File: src/rtl/piso_ctrl_pkg.sv
// Shared types and helpers for the parallel-in/serial-out sequencer.
package piso_ctrl_pkg;

  typedef enum logic {
    IDLE  = 1'b0,
    SHIFT = 1'b1
  } piso_state_t;

  // A one-bit word still needs a one-bit counter.
  function automatic int unsigned cnt_width(input int unsigned width);
    return (width <= 1) ? 1 : $clog2(width);
  endfunction

endpackage

File: src/rtl/piso_shift_reg.sv
// Parallel-load shift register; vacated positions fill with zero, load wins over shift.
module piso_shift_reg
  import piso_ctrl_pkg::*;
#(
  parameter int unsigned WIDTH     = 4,
  parameter bit          LSB_FIRST = 1'b1
) (
  input  logic             CLK,
  input  logic             RST,
  input  logic             load,
  input  logic             shift,
  input  logic [WIDTH-1:0] d,
  output logic             serial
);

  logic [WIDTH-1:0] sr_q;
  logic [WIDTH-1:0] sr_d;
  logic [WIDTH-1:0] shifted;

  assign shifted = LSB_FIRST ? (sr_q >> 1) : (sr_q << 1);

  always_comb begin
    sr_d = sr_q;
    for (int unsigned i = 0; i < WIDTH; i++) begin
      if (load) begin
        sr_d[i] = d[i];
      end else if (shift) begin
        sr_d[i] = shifted[i];
      end
    end
  end

  always_ff @(posedge CLK) begin
    if (RST) begin
      sr_q <= '0;
    end else begin
      sr_q <= sr_d;
    end
  end

  assign serial = LSB_FIRST ? sr_q[0] : sr_q[WIDTH-1];

endmodule

File: src/rtl/piso_serializer_ctrl.sv
// Word-to-bit sequencer: valid/ready word intake, per-tick bit advance, gapless word chaining.
module piso_serializer_ctrl
  import piso_ctrl_pkg::*;
#(
  parameter int unsigned WIDTH     = 4,
  parameter bit          LSB_FIRST = 1'b1
) (
  input  logic             CLK,
  input  logic             RST,
  input  logic [WIDTH-1:0] DATA_IN,
  input  logic             IN_VALID,
  output logic             IN_READY,
  input  logic             SER_EN,
  output logic             Serial_OUT,
  output logic             OUT_VALID,
  output logic             FRAME_START,
  output logic             LAST_BIT
);

  localparam int unsigned     CW       = cnt_width(WIDTH);
  localparam logic [CW-1:0]   LAST_CNT = CW'(WIDTH - 1);

  piso_state_t   state_q;
  piso_state_t   state_d;
  logic [CW-1:0] cnt_q;
  logic [CW-1:0] cnt_d;

  logic in_shift;
  logic last_bit;
  logic accept;
  logic sr_shift;
  logic sr_serial;

  assign in_shift = (state_q == SHIFT);
  assign last_bit = in_shift && (cnt_q == LAST_CNT);

  // Ready on the final bit's tick lets the next word load on the same edge the last bit retires.
  assign IN_READY = !RST && (!in_shift || (last_bit && SER_EN));
  assign accept   = IN_VALID && IN_READY;
  assign sr_shift = in_shift && SER_EN && !last_bit;

  always_comb begin
    state_d = state_q;
    cnt_d   = cnt_q;
    if (accept) begin
      state_d = SHIFT;
      cnt_d   = '0;
    end else if (in_shift && SER_EN) begin
      if (last_bit) begin
        state_d = IDLE;
      end else begin
        cnt_d = cnt_q + 1'b1;
      end
    end
  end

  always_ff @(posedge CLK) begin
    if (RST) begin
      state_q <= IDLE;
      cnt_q   <= '0;
    end else begin
      state_q <= state_d;
      cnt_q   <= cnt_d;
    end
  end

  piso_shift_reg #(
    .WIDTH     (WIDTH),
    .LSB_FIRST (LSB_FIRST)
  ) u_sr (
    .CLK    (CLK),
    .RST    (RST),
    .load   (accept),
    .shift  (sr_shift),
    .d      (DATA_IN),
    .serial (sr_serial)
  );

  assign Serial_OUT  = in_shift && sr_serial;
  assign OUT_VALID   = in_shift;
  assign FRAME_START = in_shift && (cnt_q == '0);
  assign LAST_BIT    = last_bit;

endmodule

File: config.mk
export PLATFORM = sky130hd
export DESIGN_NAME = piso_serializer_ctrl
export DESIGN_NICKNAME = d
export VERILOG_FILES = /design/src/rtl/piso_ctrl_pkg.sv /design/src/rtl/piso_shift_reg.sv /design/src/rtl/piso_serializer_ctrl.sv
export SDC_FILE = /design/constraint.sdc
export NUM_CORES = 1
export LEC_CHECK = 0
export ABC_AREA = 1
export ABC_CLOCK_PERIOD_IN_PS = 2800
export BUFFER_PORTS_ARGS = -buffer_cell sky130_fd_sc_hd__buf_2
export CORE_AREA = 2 2 39 41
export DETAILED_ROUTE_END_ITERATION = 8
export DIE_AREA = 0 0 41 43
export SYNTH_ARGS = -nofsm -noshare
export SYNTH_HDL_FRONTEND = slang
export SYNTH_SLANG_ARGS = --single-unit
File: constraint.sdc
create_clock -name CLK -period 2.8 [get_ports CLK]
set_input_delay 0.56 -clock CLK [delete_from_list [all_inputs] [get_ports CLK]]
set_output_delay 0.56 -clock CLK [all_outputs]
set_load 0.01 [all_outputs]
### Word level (Yosys, flattened, before mapping)

Index checks and enable logic that the tools add are counted.

| operators by class | value |
|---|---|
| mux-type cells | 11 |
| bitwise gates (word level) | 1 |
| add/sub/neg operators | 1 |
| equality and inequality tests | 1 |
| reduce and logical (&&, ||, !) cells | 19 |

Operators by type and width:

| kind | count |
|---|---|
| $mux 1 | 11 |
| $logic_and 1x1->1 | 8 |
| $reduce_bool 2->1 | 3 |
| $reduce_and 2->1 | 2 |
| $logic_not 1->1 | 3 |
| $add 2x1->2 const B | 1 |
| $eq 2x2->1 const B | 1 |
| $logic_not 2->1 | 1 |
| $reduce_or 2->1 | 1 |
| $logic_or 1x1->1 | 1 |
| $not 1->1 | 1 |

| word-level totals | value |
|---|---|
| input port bits | 8 |
| output and inout bits | 5 |
| register bits after elaboration | 7 |

### Depth between registers and ports, before layout

| depth | value |
|---|---|
| word-level depth | 8 |
| gate-level depth with buffers | 7 |
| depth with buffers taken out | 7 |

### Cells and area by module

A second synthesis with hierarchy kept.

| unflattened totals | value |
|---|---|
| cell total of the unflattened synthesis | 65 |
| area total of the unflattened synthesis | 391.6 sq um |

Modules (own cells, without submodules):

| module | instances | cells an instance | area an instance (sq um) | sequential area each (sq um) |
|---|---|---|---|---|
| piso_serializer_ctrl | 1 | 36 | 210.2 | 60.1 |
| piso_shift_reg | 1 | 29 | 181.4 | 80.1 |

### Worst setup path before layout

OpenSTA, ideal clock, no wires.

| timing path | value |
|---|---|
| kind | register -> output |
| start | reg cnt_q[0] |
| end | out IN_READY |
| arrival time | 871 ps |
| stages on the path, launching flop included | 4 |
| path slack | 1369 ps |
| path through | dfxtp_1 > ha_1 > nand2_2 > a21oi_1 |

| between the ends | value |
|---|---|
| longest elaborated chain between the ends | 5 |

RTL lines:

| element | line | source |
|---|---|---|
| start, declared | piso_serializer_ctrl.sv:25 | `logic [CW-1:0] cnt_q;` |
| start signal, assigned | piso_serializer_ctrl.sv:63 | `cnt_q <= cnt_d;` |
| $eq 2x2->1 | piso_serializer_ctrl.sv:35 | `assign last_bit = in_shift && (cnt_q == LAST_CNT);` |
| $logic_and 1x1->1 | piso_serializer_ctrl.sv:35 |  |
| $logic_and 1x1->1 | piso_serializer_ctrl.sv:38 | `assign IN_READY = !RST && (!in_shift \|\| (last_bit && SER_EN));` |
| $logic_or 1x1->1 | piso_serializer_ctrl.sv:38 |  |
| $logic_and 1x1->1 | piso_serializer_ctrl.sv:38 |  |
| end, declared | piso_serializer_ctrl.sv:12 | `output logic IN_READY,` |

Every way passes these cells.

### Worst setup path after layout

Same ends and word-level chain as after synthesis.

==> results_tabular.tex <==
\begin{tabular}{lr}
\hline
Metric & Value \\
\hline
\multicolumn{2}{l}{\textbf{Floorplanning}} \\
Number of cell rows & 14 \\
Initial cell density of the core & 30.20\% \\
Die outline height & $\sim$43 µm \\
Full die area & 1763 µm² \\
Boundary pin count & 13 \\
Standard cell core area & about 1400 µm² \\
Chip Width & a little over 40 µm \\
\multicolumn{2}{l}{\textbf{Global routing}} \\
Overall routing resource usage & 12.36\% \\
Initial antenna violation count & 0 \\
Via count of the first global-routing pass & around 340 \\
Maximum number of pins on one net before global-route repair & 11 \\
Leftover overflow at the end of global routing & 0 \\
Wire length of the first global-routing pass & 1442 µm \\
\multicolumn{2}{l}{\textbf{Yosys}} \\
Cell count after synthesis & 58 \\
Post-synthesis adder-cell area fraction & 5.988\% \\
Yosys top cell by area & sky130\_fd\_sc\_hd\_\_dfxtp\_1 \\
Biggest area contributors in the synthesized netlist & sky130\_fd\_sc\_hd\_\_dfxtp\_1 (34\%), sky130\_fd\_sc\_hd\_\_inv\_1 (9.9\%), sky130\_fd\_sc\_hd\_\_nand2\_1 (9.9\%), sky130\_fd\_sc\_hd\_\_nand4\_1 (9.0\%), sky130\_fd\_sc\_hd\_\_nand3\_1 (8.4\%) \\
Share of synthesized area spent on multiplexers & 0\% \\
Post-Syn Area & 417.9 µm² \\
Yosys warnings & 0 \\
Number of nets produced by synthesis & 68 \\
Share of the synthesized netlist area taken by xor and xnor gates & 2.096\% \\
Seq/Total Area, Yosys & 33.53\% \\
Simple-gate area share of the yosys netlist & about 37\% \\
Post-synthesis area per instance & 7.205 µm² \\
Area share of the leading cell type in the synthesized netlist & 33.53\% \\
Unique masters post-synth & 15 \\
Complex-gate fraction of the synthesized area & roughly 8.4\% \\
Flip-flop and latch count after synthesis & 7 \\
Largest family of logic cells by synthesized area & simple AND/OR/NAND/NOR gates \\
\multicolumn{2}{l}{\textbf{Run status}} \\
Run status & finished clean \\
\multicolumn{2}{l}{\textbf{Critical path}} \\
Library cell contributing the largest single delay on the critical path & sky130\_fd\_sc\_hd\_\_dfxtp\_1 \\
Count of buffer and inverter cells on the critical path & 1 \\
Required time reported for the critical path endpoint & 2.24 ns \\
Worst setup EP type & output port \\
Cell family with most CP delay & flip-flops \\
Worst Path Class, Setup & flop to output port \\
Biggest cell delay along the critical path & between 0.3 and 0.4 ns \\
Ordered cell list for the critical path & ha\_1, nand2\_2, a21oi\_1, buf\_2 \\
Worst Reg2Reg Path Length in Cells & 7 \\
Number of cells on the critical path & 4 \\
Critical path peak fanout & 3 \\
Crit path DAT & 1.29 ns \\
Element type at the critical path start & flop \\
\multicolumn{2}{l}{\textbf{Clocking}} \\
Worst-path clk slew & 0.06 ns \\
Cts repair resizes & 0 \\
Worst skew pair latency & 0.26 ns \\
Total clock buffers created by CTS & 3 \\
Clock H-tree levels & 1 \\
CTS Hold Buffers Added & 0 \\
Largest buffer count on any clock path & 2 \\
CTS root buffer & sky130\_fd\_sc\_hd\_\_clkbuf\_4 \\
CTS tree & done \\
\# clock sinks & 7 \\
Post-CTS Setup Bufs & 0 \\
\multicolumn{2}{l}{\textbf{Drt}} \\
Highest routed metal layer & met4 \\
Average detailed-routed wire length per instance & $\sim$9.9 µm \\
Metal2 WL & 358 µm \\
Met3 wire length & roughly 67 µm \\
Detailed-route wire length on metal 1 & $\sim$440 µm \\
Count of routing violations after the opening detailed-route iteration & 3 \\
Initial DRT Pass Iterations & 4 \\
Post-DRT Antenna Nets & 0 \\
Total vias in the final route & 416 \\
WL final & 882 µm \\
Post-detailed-route DRC marker count & 0 \\
Via density per instance & about 4.7 \\
\multicolumn{2}{l}{\textbf{Final layout}} \\
Most common cell after layout, fill and taps aside & sky130\_fd\_sc\_hd\_\_buf\_2 \\
Area Growth Syn to Fin & 22.75\% \\
Layout cell share with drive strength beyond 1 & roughly a quarter \\
Area occupied by multi-input gates & 221.5 µm² \\
\# nets final & 84 \\
Most used cells in the layout excluding fill and tap cells & sky130\_fd\_sc\_hd\_\_buf\_2 (12), sky130\_fd\_sc\_hd\_\_inv\_1 (11), sky130\_fd\_sc\_hd\_\_nand2\_1 (11) \\
Storage cell area & 140.1 µm² \\
ANT cells & 0 \\
Fillers & 149 \\
Post-route core utilization & between 30\% and 40\% \\
\multicolumn{2}{l}{\textbf{Pwr}} \\
Power per cell area & 476.0 nW/µm² \\
Peak supply drop & about 0.26 mV \\
Leakage dissipation & 0.0002666 µW \\
Total power & 244.2 µW \\
\multicolumn{2}{l}{\textbf{Timing}} \\
Worst-case hold slack & 0.4896 ns \\
Max-slew violations & 0 \\
Number of setup violations in the final report & 0 \\
Worst clock skew on the final layout & 0.005709 ns \\
Ratio of final minimum period to clock period & 66.10\% \\
Setup TNS & 0 ns \\
Setup repair after global routing missed its margin & false \\
Crit path time final & 1.851 ns \\
Achievable frequency & 540.3 MHz \\
Remaining max-slew budget at the tightest pin & 75.20\% \\
Measured slew at the worst slew-check pin & 0.3716 ns \\
Final Hold Violating Endpoints & 0 \\
\multicolumn{2}{l}{\textbf{Place}} \\
Routability Congestion & around 0.84 \\
PortBufs & 12 \\
Detailed placement HPWL & 695.8 µm \\
\multicolumn{2}{l}{\textbf{Flow run}} \\
Maximum capacitance violations & 0 \\
\multicolumn{2}{l}{\textbf{Min path}} \\
Number of cells traversed by the worst hold path & 2 \\
Classification of the worst-slack hold path & flop to flop \\
\hline
\end{tabular}
[flip-flops by register name, indices dropped and copies added, names as in the netlist]
name	cells
OUT_VALID	1
cnt_q	2
u_sr.sr_q	4
[synth_stat cells, drive strengths merged]
| library cell | number |
|---|---|
| inv | 12 |
| o21ai | 1 |
| nand2 | 13 |
| nand4 | 6 |
| nand3 | 8 |
| ha | 2 |
| nor2 | 1 |
| dfxtp | 7 |
| xor2 | 1 |
| a21oi | 6 |
| buf | 1 |
[layer usage]
layer	track usage, %	vias up
li1	-	222
met1	16.77	176
met2	15.63	15
met3	7.853	3
met4	4.000	0
met5	0	-
[layout make-up]
type | instances | share of cell area [%]
clock buffers | 4 | 5.122
inverters | 12 | 8.780
multi-input cells | 38 | 43.17
flip-flops and latches | 7 | 27.32
well taps | 16 | 3.902
repair buffers | 12 | 11.71
[through the flow]
stage / instances / cell area (µm²) / setup WS (ns)
5_1_grt: 89 / 513.0 / 0.8054
3_5_place_dp: 85 / 486.7 / 1.130
3_3_place_gp: 85 / 486.7 / 1.177
6_report: 89 / 513.0 / 0.9492
2_1_floorplan: 58 / 417.9 / 1.369
4_1_cts: 89 / 513.0 / 0.9253
[path summary, 6_finish.rpt]
kind	startpoint	to	slack [ns]
setup / recovery	cnt_q[0]	IN_READY	0.95
hold / removal	u_sr.sr_q[2]	u_sr.sr_q[2]	0.49
setup reg to reg	cnt_q[0]	cnt_q[1]	1.46
hold reg to reg	u_sr.sr_q[2]	u_sr.sr_q[2]	0.49
[worst reg2reg max path, cell delays in order, from the launching register on]
cell	delay, ns
sky130_fd_sc_hd__dfxtp_1	0.33
sky130_fd_sc_hd__ha_1	0.24
sky130_fd_sc_hd__inv_1	0.11
sky130_fd_sc_hd__nand3_1	0.25
sky130_fd_sc_hd__nand2_1	0.13
sky130_fd_sc_hd__o21ai_1	0.07
sky130_fd_sc_hd__nand3_1	0.07
sky130_fd_sc_hd__inv_1	0.04
[kinds of logic (layout without fill, tap and decap cells)]
family / after synthesis / after routing
compound gates: 7 / 7
xor+xnor: 1 / 1
fa+ha+maj: 2 / 2
buf+inv: 13 / 28
flops: 7 / 7
simple gates: 28 / 28
[where the power goes]
group	switching (µW)	total, µW	internal, µW	leakage [µW]
logic	21.9	36.8	14.9	0.000194
clock network	41.7	96.4	54.7	0.0000150
registers	5.73	111	105	0.0000573
Power figures use the tool's default switching activity.
